### config.mk
export PLATFORM = sky130hd
export DESIGN_NAME = storage_bist
export DESIGN_NICKNAME = d
export VERILOG_FILES = /design/src/rtl/storage_bist_pkg.sv /design/src/rtl/storage_bist_addr_gen.sv /design/src/rtl/storage_bist.sv
export SDC_FILE = /design/constraint.sdc
export NUM_CORES = 1
export LEC_CHECK = 0
export BUFFER_PORTS_ARGS = -buffer_cell sky130_fd_sc_hd__buf_4
export CAP_MARGIN = 20
export CORE_UTILIZATION = 51
export CTS_CLUSTER_DIAMETER = 200
export CTS_CLUSTER_SIZE = 24
export DETAILED_ROUTE_END_ITERATION = 10
export HOLD_SLACK_MARGIN = 0.1
export PLACE_DENSITY = 0.89
export SLEW_MARGIN = 5
export SYNTH_ARGS = -nofsm -noshare
export SYNTH_HDL_FRONTEND = slang
export SYNTH_SLANG_ARGS = --single-unit
### constraint.sdc
create_clock -name wb_clk_i -period 4.4 [get_ports wb_clk_i]
set_input_delay 0.22 -clock wb_clk_i [delete_from_list [all_inputs] [get_ports wb_clk_i]]
set_output_delay 0.22 -clock wb_clk_i [all_outputs]
set_load 0.02 [all_outputs]
### src/rtl/storage_bist_pkg.sv
// Shared types and status codes for the storage SRAM March C- self-test engine.
package storage_bist_pkg;

    typedef enum logic [3:0] {
        ST_IDLE,
        ST_M0_W,
        ST_M1_RD,
        ST_M1_CW,
        ST_M2_RD,
        ST_M2_CW,
        ST_M3_RD,
        ST_M3_CMP,
        ST_BLK_END,
        ST_DONE
    } state_t;

    typedef enum logic [1:0] {
        ELEM_M0,
        ELEM_M1,
        ELEM_M2,
        ELEM_M3
    } march_elem_t;

    localparam logic [7:0] CODE_STARTED = 8'hA0;
    localparam logic [7:0] CODE_DONE    = 8'hAB;

    // One-hot-ish block tag shown in the low byte of checkbits.
    function automatic logic [7:0] code(input logic [2:0] b);
        return 8'h40 >> b;
    endfunction

    function automatic march_elem_t elem_of(input state_t s);
        case (s)
            ST_M1_RD, ST_M1_CW:  return ELEM_M1;
            ST_M2_RD, ST_M2_CW:  return ELEM_M2;
            ST_M3_RD, ST_M3_CMP: return ELEM_M3;
            default:             return ELEM_M0;
        endcase
    endfunction

endpackage

### src/rtl/storage_bist_addr_gen.sv
// Word address counter for one march element: load, step up/down, last-address flag.
module storage_bist_addr_gen #(
    parameter int AW = 8
) (
    input  logic          clk,
    input  logic          srst,
    input  logic          load,
    input  logic [AW-1:0] load_val,
    input  logic          step,
    input  logic          dir_down,
    output logic [AW-1:0] addr,
    output logic          last
);

    logic [AW-1:0] addr_q;
    logic [AW-1:0] addr_d;

    always_comb begin
        addr_d = addr_q;
        if (load) begin
            addr_d = load_val;
        end else if (step) begin
            addr_d = dir_down ? addr_q - 1'b1 : addr_q + 1'b1;
        end
    end

    always_ff @(posedge clk) begin
        if (srst) begin
            addr_q <= '0;
        end else begin
            addr_q <= addr_d;
        end
    end

    assign addr = addr_q;
    // The element is reloaded at its last address, so the counter never wraps.
    assign last = dir_down ? (addr_q == '0) : (addr_q == '1);

endmodule

### src/rtl/storage_bist.sv
// March C- BIST over NBLOCKS SRAM blocks with checkbits progress codes.
// Optional macro STORAGE_BIST_CONTINUE_EN: keep testing after a miscompare, add err_count/fail_mask.
module storage_bist
    import storage_bist_pkg::*;
#(
    parameter int          NBLOCKS = 2,
    parameter int          AW      = 8,
    parameter int          DW      = 32,
    parameter logic [31:0] BG      = 32'h5555_AAAA
) (
    input  logic                  wb_clk_i,
    input  logic                  wb_rst_i,
    input  logic                  start,
    output logic                  busy,
    output logic                  done,
    output logic                  fail,
    output logic [2:0]            fail_block,
    output logic [AW-1:0]         fail_addr,
    output logic [15:0]           checkbits,
    output logic [NBLOCKS-1:0]    mem_csb,
    output logic                  mem_web,
    output logic [DW/8-1:0]       mem_wmask,
    output logic [AW-1:0]         mem_addr,
    output logic [DW-1:0]         mem_din,
    input  logic [NBLOCKS*DW-1:0] mem_dout
`ifdef STORAGE_BIST_CONTINUE_EN
    ,
    output logic [15:0]           err_count,
    output logic [NBLOCKS-1:0]    fail_mask
`endif
);

    localparam logic [DW-1:0] P0       = DW'(BG);
    localparam logic [DW-1:0] P1       = ~P0;
    localparam logic [2:0]    BLK_LAST = 3'(NBLOCKS - 1);

    state_t          state_q, state_d;
    logic [2:0]      blk_q, blk_d;
    logic            fail_q, fail_d;
    logic [2:0]      fail_block_q, fail_block_d;
    logic [AW-1:0]   fail_addr_q, fail_addr_d;
    logic [15:0]     checkbits_q, checkbits_d;
`ifdef STORAGE_BIST_CONTINUE_EN
    logic            blk_err_q, blk_err_d;
    logic [15:0]     err_count_q, err_count_d;
    logic [NBLOCKS-1:0] fail_mask_q, fail_mask_d;
`endif

    logic            ag_load, ag_step, ag_last;
    logic [AW-1:0]   ag_load_val, ag_addr;
    logic [DW-1:0]   rd_data;
    logic [DW-1:0]   expected;
    logic [NBLOCKS-1:0] blk_onehot;
    logic            compare_cycle, miscompare, mem_access;

    storage_bist_addr_gen #(.AW(AW)) u_addr_gen (
        .clk      (wb_clk_i),
        .srst     (wb_rst_i),
        .load     (ag_load),
        .load_val (ag_load_val),
        .step     (ag_step),
        .dir_down (elem_of(state_q) == ELEM_M2),
        .addr     (ag_addr),
        .last     (ag_last)
    );

    always_comb begin
        rd_data    = '0;
        blk_onehot = '0;
        for (int i = 0; i < NBLOCKS; i++) begin
            if (blk_q == 3'(i)) begin
                rd_data       = mem_dout[i*DW +: DW];
                blk_onehot[i] = 1'b1;
            end
        end
    end

    assign expected      = (elem_of(state_q) == ELEM_M2) ? P1 : P0;
    assign compare_cycle = (state_q == ST_M1_CW) || (state_q == ST_M2_CW) || (state_q == ST_M3_CMP);
    assign miscompare    = compare_cycle && (rd_data != expected);

    always_comb begin
        state_d      = state_q;
        blk_d        = blk_q;
        fail_d       = fail_q;
        fail_block_d = fail_block_q;
        fail_addr_d  = fail_addr_q;
        checkbits_d  = checkbits_q;
        ag_load      = 1'b0;
        ag_load_val  = '0;
        ag_step      = 1'b0;
`ifdef STORAGE_BIST_CONTINUE_EN
        blk_err_d    = blk_err_q;
        err_count_d  = err_count_q;
        fail_mask_d  = fail_mask_q;
`endif
        case (state_q)
            ST_IDLE: begin
                if (start) begin
                    state_d      = ST_M0_W;
                    blk_d        = 3'd0;
                    fail_d       = 1'b0;
                    fail_block_d = 3'd0;
                    fail_addr_d  = '0;
                    checkbits_d  = {CODE_STARTED, code(3'd0)};
                    ag_load      = 1'b1;
`ifdef STORAGE_BIST_CONTINUE_EN
                    blk_err_d    = 1'b0;
                    err_count_d  = 16'd0;
                    fail_mask_d  = '0;
`endif
                end
            end
            ST_M0_W: begin
                if (ag_last) begin
                    state_d = ST_M1_RD;
                    ag_load = 1'b1;
                end else begin
                    ag_step = 1'b1;
                end
            end
            ST_M1_RD: state_d = ST_M1_CW;
            ST_M1_CW: begin
                if (ag_last) begin
                    state_d     = ST_M2_RD;
                    ag_load     = 1'b1;
                    ag_load_val = '1;
                end else begin
                    state_d = ST_M1_RD;
                    ag_step = 1'b1;
                end
            end
            ST_M2_RD: state_d = ST_M2_CW;
            ST_M2_CW: begin
                if (ag_last) begin
                    state_d = ST_M3_RD;
                    ag_load = 1'b1;
                end else begin
                    state_d = ST_M2_RD;
                    ag_step = 1'b1;
                end
            end
            ST_M3_RD: state_d = ST_M3_CMP;
            ST_M3_CMP: begin
                if (ag_last) begin
                    state_d     = ST_BLK_END;
                    checkbits_d = {CODE_DONE, code(blk_q) | 8'h01};
`ifdef STORAGE_BIST_CONTINUE_EN
                    if (blk_err_q || miscompare) begin
                        checkbits_d = {CODE_DONE, code(blk_q)};
                    end
`endif
                end else begin
                    state_d = ST_M3_RD;
                    ag_step = 1'b1;
                end
            end
            ST_BLK_END: begin
                if (blk_q == BLK_LAST) begin
                    state_d = ST_DONE;
                end else begin
                    state_d     = ST_M0_W;
                    blk_d       = blk_q + 3'd1;
                    checkbits_d = {CODE_STARTED, code(blk_q + 3'd1)};
                    ag_load     = 1'b1;
`ifdef STORAGE_BIST_CONTINUE_EN
                    blk_err_d   = 1'b0;
`endif
                end
            end
            ST_DONE: state_d = ST_IDLE;
            default: state_d = ST_IDLE;
        endcase

        if (miscompare) begin
            if (!fail_q) begin
                fail_block_d = blk_q;
                fail_addr_d  = ag_addr;
            end
            fail_d = 1'b1;
`ifdef STORAGE_BIST_CONTINUE_EN
            blk_err_d   = 1'b1;
            fail_mask_d = fail_mask_q | blk_onehot;
            if (err_count_q != 16'hFFFF) begin
                err_count_d = err_count_q + 16'd1;
            end
`else
            checkbits_d = {CODE_DONE, code(blk_q)};
            state_d     = ST_DONE;
            ag_load     = 1'b0;
            ag_step     = 1'b0;
`endif
        end
    end

    always_ff @(posedge wb_clk_i) begin
        if (wb_rst_i) begin
            state_q      <= ST_IDLE;
            blk_q        <= 3'd0;
            fail_q       <= 1'b0;
            fail_block_q <= 3'd0;
            fail_addr_q  <= '0;
            checkbits_q  <= 16'h0000;
`ifdef STORAGE_BIST_CONTINUE_EN
            blk_err_q    <= 1'b0;
            err_count_q  <= 16'd0;
            fail_mask_q  <= '0;
`endif
        end else begin
            state_q      <= state_d;
            blk_q        <= blk_d;
            fail_q       <= fail_d;
            fail_block_q <= fail_block_d;
            fail_addr_q  <= fail_addr_d;
            checkbits_q  <= checkbits_d;
`ifdef STORAGE_BIST_CONTINUE_EN
            blk_err_q    <= blk_err_d;
            err_count_q  <= err_count_d;
            fail_mask_q  <= fail_mask_d;
`endif
        end
    end

    // M3_CMP only consumes read data, so it issues no memory cycle.
    assign mem_access = (state_q == ST_M0_W)  || (state_q == ST_M1_RD) || (state_q == ST_M1_CW) ||
                        (state_q == ST_M2_RD) || (state_q == ST_M2_CW) || (state_q == ST_M3_RD);

    for (genvar gi = 0; gi < NBLOCKS; gi++) begin : g_csb
        assign mem_csb[gi] = ~(mem_access && (blk_q == 3'(gi)));
    end

    assign mem_web    = ~((state_q == ST_M0_W) || (state_q == ST_M1_CW) || (state_q == ST_M2_CW));
    assign mem_wmask  = '1;
    assign mem_addr   = ag_addr;
    assign mem_din    = (state_q == ST_M1_CW) ? P1 : P0;

    assign busy       = (state_q != ST_IDLE) && (state_q != ST_DONE);
    assign done       = (state_q == ST_DONE);
    assign fail       = fail_q;
    assign fail_block = fail_block_q;
    assign fail_addr  = fail_addr_q;
    assign checkbits  = checkbits_q;
`ifdef STORAGE_BIST_CONTINUE_EN
    assign err_count  = err_count_q;
    assign fail_mask  = fail_mask_q;
`endif

endmodule

==> results of run 1 <==
==> worst register-to-register path: cells and delay by family, from the launching register on <==
kind            cells  cell delay, ns
fa+ha+maj           1            0.35
simple gates        3            0.85
flops               1            0.45
compound gates      3            1.48
==> sequential cells by signal (all words and copies together), names as in the netlist <==
register and count:
checkbits 9, fail_addr 8, state_q 4, fail_block 3, u_addr_gen.addr 8, fail 1
blk_q 3
==> area by class of cell <==
type | count | area share
clock buffers | 7 | 0.0251
well taps | 72 | 0.0234
inverters | 13 | 0.0127
repair buffers | 135 | 0.264
flip-flops and latches | 36 | 0.187
clock inverters | 1 | 0.00781
multi-input cells | 272 | 0.480
==> placed cells by master (no fill, tap or decap), drive strengths merged, types with 7 or more instances in the layout <==
| cell | count |
|---|---|
| dfxtp | 36 |
| a21oi | 17 |
| nor2 | 16 |
| conb | 8 |
| nand2 | 38 |
| buf | 135 |
| a221oi | 7 |
| o21ai | 16 |
| inv | 13 |
| nor4bb | 21 |
| ha | 8 |
| clkbuf | 7 |
| nand3 | 24 |
| mux2i | 13 |
| nand4 | 9 |
==> logic make-up after synthesis <==
family / after synthesis / synth area share
DFF: 36 / 0.242
other: 2 / 0.00252
muxes: 13 / 0.0436
buffers and inverters: 71 / 0.149
adders and majority gates: 8 / 0.0336
and+or+nand+nor: 157 / 0.326
AOI/OAI and AO/OA: 85 / 0.201
xor gates and xnor gates: 1 / 0.00294
==> report_power, final <==
group | switching (mW) | internal (mW)
combinational | 0.0826 | 0.0827
clock | 0.123 | 0.200
sequential | 0.0107 | 0.333
total | 0.217 | 0.616
==> worst max-delay path by stage <==
stage | start | endpoint | slack (ns) | cells past startpoint
2_1_floorplan | blk_q[1]$_SDFFE_PP0P_ | checkbits[0]$_SDFFE_PP0P_ | 1.76 | 8
3_3_place_gp | blk_q[0]$_SDFFE_PP0P_ | checkbits[0]$_SDFFE_PP0P_ | 1.40 | 7
3_5_place_dp | blk_q[0]$_SDFFE_PP0P_ | checkbits[0]$_SDFFE_PP0P_ | 1.23 | 7
4_1_cts | blk_q[0]$_SDFFE_PP0P_ | checkbits[3]$_SDFFE_PP0P_ | 1.21 | 7
5_1_grt | blk_q[0]$_SDFFE_PP0P_ | checkbits[3]$_SDFFE_PP0P_ | 0.84 | 7
6_report | blk_q[0]$_SDFFE_PP0P_ | checkbits[3]$_SDFFE_PP0P_ | 1.16 | 7
==> layer usage <==
layer	wire length (µm)	vias to the layer above	part of all wire	GRT usage
li1	-	1549	-	-
met5	0	-	0	0
met3	774	34	0.088	0.0523
met2	4450	206	0.50	0.504
met1	3370	1538	0.38	0.351
met4	250	0	0.028	0.126
==> impl_metrics.ini, run 1 <==
[global_route]
grt_max_degree = 30
antenna_found_initial = 0
grt_pass1_vias = 3045
grt_pass1_wl_mm = 14.2
grtUsageTotal = 0.291
overflow = 0

[routing]
ant_nets = 0
routedWlPerCell_um = 16.5
drc = 0
initialDrtViolationCount = 441
dr_total_vias = 3327
routed_wl_mm = 8.84
via_per_inst = 6.21
drt-pass1-iter-count = 6

[setup_path]
required_ns = 4.59
worstRegToRegCells = 7
cp-start-kind = flip-flop
critPathMaxFanout = 8
r2r_slack_ns = 1.16
path_cells = ha_1 > nor2b_1 > nand3_1 > a211o_1 > a222oi_1 > nor2_2 > o221a_1
max_stage_delay_ns = 0.85
slowest_stage = a222oi_1
r2r-end = checkbits[3]$_SDFFE_PP0P_
endpoint_kind = flip-flop
timing.rr.start = blk_q[0]$_SDFFE_PP0P_
crit_buf_inv = 0
worstSetupPathType = flip-flop to flip-flop
cp_top_family = compound AO/OA/AOI/OAI gates
crit_arrival_ns = 3.43

[synthesis]
syn_inst = 373
yosysMostFrequentCell = buf_4
ys.flop_type = dfxtp_1
ys_types = 63
ys_seq_area_frac = 0.242
synthTopCellsByCount = buf_4 (42), nand2_1 (38), dfxtp_1 (36), nand3_1 (24), nor4bb_1 (21)
async_flop_share = 0
synth_area_per_cell_um2 = 7.99
yosysTopAreaCellShare = 0.242
synth_edf_count = 0
synth.cell_area_um2 = 2980
synth_top_cell_by_area = dfxtp_1
synth-seq-cells = 36
synthTopCellsByArea = dfxtp_1 (24%), buf_4 (11%), nor4bb_1 (7.0%), nand2_1 (4.8%), mux2i_1 (4.4%)
synth.yosys.warnings = 0

[job]
drv_cap = 0

[pwr]
p_total_mw = 0.832
p_per_area_nw_per_um2 = 217
leakagePower_nw = 1.65
ir_drop_mv = 0.280

[die]
die_w_um = 78.5
dieArea_um2 = 6160
num_io_pins = 144
num_rows = 27
initial_core_util = 0.535
core-area_um2 = 5570
die_height_um = 78.5

[sta]
worst_pin_slew_ns = 1.03
skew_ns = 0.00733
fmax_mhz = 308
post-route-period-util = 0.737
min_period_ns = 3.24
worst_slack_ns = 1.16
hold_violations = 0
whs_ns = 0.261
max_slew_margin = 0.307
setup_viol = 0
setup_tns_ns = 0
rsz0062_at_grt = no
final_max_slew_viol_count = 0

[final_layout]
fin_cells = 536
drive_gt1_frac = 0.336
seq_area_um2 = 721
layout.nets = 538
num-fill-cells = 446
finalInstanceArea_um2 = 3840
multiInputGateArea_um2 = 1850
utilization = 0.690
antenna_cells = 0
area_delta_synth_final_pct = 29.0

[clock_network]
post_cts_buffers = 0
hold_buffers = 0
numClockSinks = 36
clk_path_buf_depth = 2
cts_inserted_buffers = 5
path_clk_slew_ns = 0.07
clockRootBuffer = clkbuf_8
insertion_delay_ns = 0.30
htree_levels = 2
post_cts_resized = 0
cts_tree = built

[placement]
io_buffers = 135
dpl-instance-area_um2 = 3720
gp_congestion = 0.942
preCtsSetupSlack_ns = 1.23
dp.cells = 528
hpwl_mm = 6.76

[hold_path]
hold_path.class = primary input to flip-flop
min-delay-start = wb_rst_i
hold_depth = 2
min_to = blk_q[2]$_SDFFE_PP0P_

[outcome]
status = finished, final reports clean
Power figures use the tool's default switching activity.
==> run 2, diff against run 1 <==
--- a/config.mk
+++ b/config.mk
@@ -5,14 +5,15 @@
 export SDC_FILE = /design/constraint.sdc
 export NUM_CORES = 1
 export LEC_CHECK = 0
+export ABC_AREA = 1
 export BUFFER_PORTS_ARGS = -buffer_cell sky130_fd_sc_hd__buf_4
 export CAP_MARGIN = 20
-export CORE_UTILIZATION = 51
+export CORE_UTILIZATION = 49
 export CTS_CLUSTER_DIAMETER = 200
 export CTS_CLUSTER_SIZE = 24
 export DETAILED_ROUTE_END_ITERATION = 10
 export HOLD_SLACK_MARGIN = 0.1
-export PLACE_DENSITY = 0.89
+export PLACE_DENSITY = 0.84
 export SLEW_MARGIN = 5
 export SYNTH_ARGS = -nofsm -noshare
 export SYNTH_HDL_FRONTEND = slang
==> constraint.sdc (replaced) <==
create_clock -name wb_clk_i -period 3.3 [get_ports wb_clk_i]
set_input_delay 0.165 -clock wb_clk_i [delete_from_list [all_inputs] [get_ports wb_clk_i]]
set_output_delay 0.165 -clock wb_clk_i [all_outputs]
set_load 0.02 [all_outputs]
==> impl_metrics.ini, run 2 <==
[outcome]
status = finished, final reports clean

[sta]
fmax_mhz = 357
worst_slack_ns = 0.499
rsz0062_at_grt = no
setup_viol = 0
post-route-period-util = 0.849
worst_pin_slew_ns = 0.690
max_slew_margin = 0.539
setup_tns_ns = 0
final_max_slew_viol_count = 0
hold_violations = 0
min_period_ns = 2.80
skew_ns = 0.00752

[clock_network]
numClockSinks = 36
post_cts_buffers = 0
clk_path_buf_depth = 2
hold_buffers = 0
cts_inserted_buffers = 5
htree_levels = 2
insertion_delay_ns = 0.29
path_clk_slew_ns = 0.08
post_cts_resized = 0
cts_tree = built
clockRootBuffer = clkbuf_8

[placement]
hpwl_mm = 6.93
io_buffers = 135
gp_congestion = 0.875
preCtsSetupSlack_ns = 0.566

[setup_path]
worstRegToRegCells = 15
cp-start-kind = flip-flop
crit_path_end = fail_addr[7]$_SDFF_PP0_
r2r_slack_ns = 0.50
crit_buf_inv = 4
required_ns = 3.47
critPathMaxFanout = 27
cp-startpoint = blk_q[1]$_SDFFE_PP0P_
slowest_stage = nand2_2
critPathMostFrequentCell = nand2_1
cp_top_family = simple AND/OR/NAND/NOR gates
max_stage_delay_ns = 0.41
path_cells = inv_1 > ha_1 > inv_1 > nor2_1 > nand4_1 > o21ai_0 > nand2_1 > inv_1 > nand2_1 > nand2_1 > nand2_1 > nand2_2 > inv_1 > nand2_1 > a21oi_1
crit_arrival_ns = 2.97
worstSetupPathType = flip-flop to flip-flop
timing.rr.start = blk_q[1]$_SDFFE_PP0P_
endpoint_kind = flip-flop
r2r-end = fail_addr[7]$_SDFF_PP0_
worst-path-stages = 15

[die]
die_w_um = 83.6
dieArea_um2 = 6990
num_rows = 29
core-area_um2 = 6390
initial_core_util = 0.511
die_height_um = 83.6
num_io_pins = 144

[synthesis]
synthTopCellsByCount = nand2_1 (147), nor2_1 (73), inv_1 (49), nand3_1 (45), buf_4 (42)
synth-seq-cells = 36
synth_area_per_cell_um2 = 5.92
synth_edf_count = 0
async_flop_share = 0
synthTopCellsByArea = dfxtp_1 (22%), nand2_1 (17%), buf_4 (9.7%), nor2_1 (8.4%), nand3_1 (6.9%)
synth.cell_area_um2 = 3260
ys_seq_area_frac = 0.221
syn_inst = 551
ys_types = 35
ys.flop_type = dfxtp_1
synth.yosys.warnings = 0
yosysMostFrequentCell = nand2_1
yosysTopAreaCellShare = 0.221
synth_top_cell_by_area = dfxtp_1

[final_layout]
largest_reg_flops = 9
antenna_cells = 0
seq_area_um2 = 721
num-fill-cells = 595
multiInputGateArea_um2 = 1950
drive_gt1_frac = 0.254
final_common_cell = nand2_1
final_cell_mix = nand2_1 (147), buf_4 (139), nor2_1 (73)
area_delta_synth_final_pct = 25.7
layout.nets = 719

[routing]
drt-pass1-iter-count = 5
via_per_inst = 5.34
ant_nets = 0
dr_total_vias = 3854
initialDrtViolationCount = 285
routed_wl_mm = 8.99
routedWlPerCell_um = 12.5
drc = 0

[pwr]
p_per_area_nw_per_um2 = 384
leakagePower_nw = 2.09
ir_drop_mv = 0.352

[hold_path]
hold_depth = 2
hold_path.class = primary input to flip-flop

[global_route]
grt_max_degree = 28
overflow = 0
antenna_found_initial = 0
grt_pass1_wl_mm = 14.9
grtUsageTotal = 0.252
grt_pass1_vias = 3384

[job]
drv_cap = 0
==> run 2: changes by cell type after synthesis, moves of 6 or more <==
cell | previous run | this run
nand2_2 | 0 | 7
nand3b_1 | 1 | 7
nand2_1 | 38 | 147
a21oi_1 | 17 | 31
nand3_1 | 24 | 45
nor2_1 | 15 | 73
inv_1 | 13 | 49
mux2i_1 | 13 | 0
a221oi_1 | 7 | 0
nor3_1 | 5 | 13
o21ai_0 | 15 | 28
nor4bb_1 | 21 | 0
or3_1 | 6 | 0
==> run 2: cell families after synthesis <==
group                      synth area share
AOI/OAI and AO/OA                     0.115
xor gates and xnor gates             0.0134
adders and majority gates            0.0307
buffers and inverters                 0.187
DFF                                   0.221
other                               0.00230
and+or+nand+nor                       0.431
==> run 2: worst min-delay path by stage <==
stage | from | endpoint | slack (ns)
final | wb_rst_i | fail_addr[1]$_SDFF_PP0_ | 0.20
after floorplan | start | state_q[1]$_SDFFE_PP0P_ | 0.40
after global routing | wb_rst_i | fail_addr[1]$_SDFF_PP0_ | 0.20
after detailed placement | fail_addr[3]$_SDFF_PP0_ | fail_addr[3]$_SDFF_PP0_ | 0.49
after CTS | wb_rst_i | fail_addr[1]$_SDFF_PP0_ | 0.19
after global placement | checkbits[6]$_SDFFE_PP0P_ | checkbits[6]$_SDFFE_PP0P_ | 0.48
==> run 2: per-layer routing <==
| metal | GRT usage | vias to the layer above | wire length [µm] |
|---|---|---|---|
| met5 | 0 | - | 0 |
| met4 | 0.0678 | 0 | 129 |
| met3 | 0.0425 | 19 | 705 |
| met2 | 0.454 | 186 | 4450 |
| met1 | 0.307 | 1732 | 3710 |
| li1 | - | 1917 | - |
==> run 2: worst reg2reg max path: cells and delay by family, from the launching register on <==
kind	cells	cell delay [ns]
and+or+nand+nor	8	1.32
buffers and inverters	4	0.58
DFF	1	0.37
adders and majority gates	1	0.22
AOI/OAI and AO/OA	2	0.18
==> run 2: power breakdown <==
group	internal (mW)	switching, mW
sequential	0.483	0.0616
clock	0.170	0.157
combinational	0.275	0.427
==> run 2: per-stage QoR <==
step                power [mW]  cell area, µm²  hold slack, ns  cells  utilization
floorplan                 1.02            3280           0.397    557            -
global placement          1.23            4010           0.482    714        0.628
detailed placement        1.25            4010           0.489    714        0.628
CTS                       1.57            4100           0.191    722        0.642
global route              1.67            4100           0.196    722        0.642
finish                    1.57            4100           0.198    722        0.642
==> run 2: area by class of cell <==
cell class	instances	share of cell area
flip-flops and latches	36	0.176
clock buffers	8	0.0220
repair buffers	139	0.255
well taps	77	0.0235
inverters	52	0.0476
multi-input cells	410	0.477
==> run 3, diff against run 2 <==
--- a/config.mk
+++ b/config.mk
@@ -5,15 +5,15 @@
 export SDC_FILE = /design/constraint.sdc
 export NUM_CORES = 1
 export LEC_CHECK = 0
-export ABC_AREA = 1
+export ABC_AREA = 0
 export BUFFER_PORTS_ARGS = -buffer_cell sky130_fd_sc_hd__buf_4
 export CAP_MARGIN = 20
-export CORE_UTILIZATION = 49
+export CORE_UTILIZATION = 47
 export CTS_CLUSTER_DIAMETER = 200
 export CTS_CLUSTER_SIZE = 24
 export DETAILED_ROUTE_END_ITERATION = 10
 export HOLD_SLACK_MARGIN = 0.1
-export PLACE_DENSITY = 0.84
+export PLACE_DENSITY = 0.83
 export SLEW_MARGIN = 5
 export SYNTH_ARGS = -nofsm -noshare
 export SYNTH_HDL_FRONTEND = slang
==> constraint.sdc (replaced) <==
create_clock -name wb_clk_i -period 2.6 [get_ports wb_clk_i]
set_input_delay 0.13 -clock wb_clk_i [delete_from_list [all_inputs] [get_ports wb_clk_i]]
set_output_delay 0.13 -clock wb_clk_i [all_outputs]
set_load 0.02 [all_outputs]
==> impl_metrics.ini, run 3 (synthesized netlist as in run 1, its figures left out) <==
[placement]
io_buffers = 135
gp_congestion = 0.895
hpwl_mm = 7.15

[hold_path]
hold_path.class = primary input to flip-flop
min-delay-start = wb_rst_i
hold_depth = 2
min_to = fail$_SDFFE_PP0P_

[routing]
ant_nets = 0
routed_wl_mm = 9.35
drc = 0
dr_total_vias = 3367
drt-pass1-iter-count = 5
via_per_inst = 5.96
initialDrtViolationCount = 304
routedWlPerCell_um = 16.5

[setup_path]
max_stage_delay_ns = 0.41
crit_buf_inv = 2
r2r_slack_ns = 0.07
worstRegToRegCells = 9
required_ns = 2.80
cp-start-kind = flip-flop
path_cells = inv_1 > ha_1 > nor3b_4 > nand2_1 > o32a_1 > a22oi_2 > buf_4 > o21ai_0 > o221a_2
worstSetupPathType = flip-flop to flip-flop
slowest_stage = o32a_1
endpoint_kind = flip-flop
timing.rr.start = blk_q[1]$_SDFFE_PP0P_
r2r-end = u_addr_gen.addr[6]$_SDFFE_PP0P_
crit_arrival_ns = 2.73
critPathMaxFanout = 8
cp_top_family = compound AO/OA/AOI/OAI gates

[final_layout]
final_cell_mix = buf_4 (161), nand2_1 (38), dfxtp_1 (35)
layout.nets = 564
drive_gt1_frac = 0.386
num-fill-cells = 517
largest_reg_flops = 9
antenna_cells = 0
utilization = 0.671
final_common_cell = buf_4
area_delta_synth_final_pct = 35.7

[clock_network]
clockRootBuffer = clkbuf_8
htree_levels = 2
post_cts_buffers = 0
hold_buffers = 0
path_clk_slew_ns = 0.08
numClockSinks = 36
insertion_delay_ns = 0.30
clk_path_buf_depth = 2
cts_inserted_buffers = 5
cts_tree = built

[pwr]
p_sw_frac = 0.296
seq_power_share = 0.451
clock_power_share = 0.317
p_int_mw = 0.897
p_per_area_nw_per_um2 = 315
p_comb_frac = 0.232
ir_drop_mv = 0.396
leakagePower_nw = 1.78
p_sw_mw = 0.378

[sta]
max_slew_margin = 0.429
min_period_ns = 2.53
setup_tns_ns = 0
post-route-period-util = 0.973
setup_viol = 0
skew_ns = 0.00562
worst_pin_slew_ns = 0.856
hold_violations = 0
final_max_slew_viol_count = 0
fmax_mhz = 395

[die]
dieArea_um2 = 6670
num_rows = 28
die_height_um = 81.7
num_io_pins = 144
die_w_um = 81.7
core-area_um2 = 6030
initial_core_util = 0.495

[global_route]
grt_max_degree = 30
grtUsageTotal = 0.277
grt_pass1_vias = 3138
antenna_found_initial = 0
overflow = 0
grt_pass1_wl_mm = 14.2

[outcome]
status = finished, final reports clean

[job]
drv_cap = 0
run 3: cell count changes in the layout (fill, tap and decap cells not counted), sizes merged, moves of 9 or more:
| cell | change |
|---|---|
| a21oi | -14 |
| buf | +22 |
| nand3 | -23 |
| nor3 | -9 |
| nor2 | -61 |
| inv | -39 |
| nand2 | -116 |
| o21ai | -15 |
| mux2i | +13 |
| nor4bb | +21 |
run 3: power groups by stage:
stage / combinational [mW] / clock (mW) / sequential (mW)
2_1_floorplan: 0.140 / 0 / 0.601
3_3_place_gp: 0.280 / 0 / 0.587
3_5_place_dp: 0.288 / 0 / 0.587
4_1_cts: 0.290 / 0.406 / 0.575
5_1_grt: 0.315 / 0.434 / 0.577
6_report: 0.296 / 0.404 / 0.575
run 3: per-stage QoR:
| stage | area [µm²] | hold WS [ns] | instances | setup WS (ns) | power (mW) |
|---|---|---|---|---|---|
| 3_3_place_gp | 3930 | 0.450 | 557 | 0.156 | 0.868 |
| 2_1_floorplan | 3010 | 0.368 | 379 | 0.00617 | 0.741 |
| 5_1_grt | 4050 | 0.201 | 565 | -0.0392 | 1.33 |
| 6_report | 4050 | 0.188 | 565 | 0.0691 | 1.27 |
| 4_1_cts | 4020 | 0.174 | 565 | 0.0103 | 1.27 |
| 3_5_place_dp | 3930 | 0.450 | 557 | -0.00142 | 0.875 |
run 3: timing repair:
action,4_1_cts,5_1_grt
endpoints found under the hold margin,0,0
cloned,0,0
resized for setup,1,6
pin swaps,0,0
setup endpoints to repair,3,11
run 3: metal layers:
metal	part of all wire	up-vias	global-route usage	wire, µm
met4	0.025	0	0.126	231
li1	-	1591	-	-
met3	0.075	27	0.0567	703
met5	0	-	0	0
met1	0.39	1561	0.313	3670
met2	0.51	188	0.498	4750
run 3: layout make-up:
class / count / area (µm²) / share of cell area
well taps: 75 / 93.8 / 0.0232
clock buffers: 5 / 68.8 / 0.0170
repair buffers: 161 / 1210 / 0.299
clock inverters: 3 / 18.8 / 0.00464
multi-input cells: 272 / 1880 / 0.466
flip-flops and latches: 36 / 722 / 0.178
inverters: 13 / 48.8 / 0.0121
run 3: worst max path at each step:
stage,start,end,slack [ns],cells past startpoint
3_3_place_gp,state_q[3]$_SDFFE_PP0P_,fail_addr[7]$_SDFF_PP0_,0.16,6
6_report,blk_q[1]$_SDFFE_PP0P_,u_addr_gen.addr[6]$_SDFFE_PP0P_,0.07,9
5_1_grt,blk_q[0]$_SDFFE_PP0P_,u_addr_gen.addr[6]$_SDFFE_PP0P_,-0.04,9
4_1_cts,blk_q[1]$_SDFFE_PP0P_,u_addr_gen.addr[6]$_SDFFE_PP0P_,0.01,9
3_5_place_dp,state_q[3]$_SDFFE_PP0P_,fail_block[0]$_SDFF_PP0_,-0.001,6
2_1_floorplan,blk_q[0]$_SDFFE_PP0P_,checkbits[0]$_SDFFE_PP0P_,0.006,8
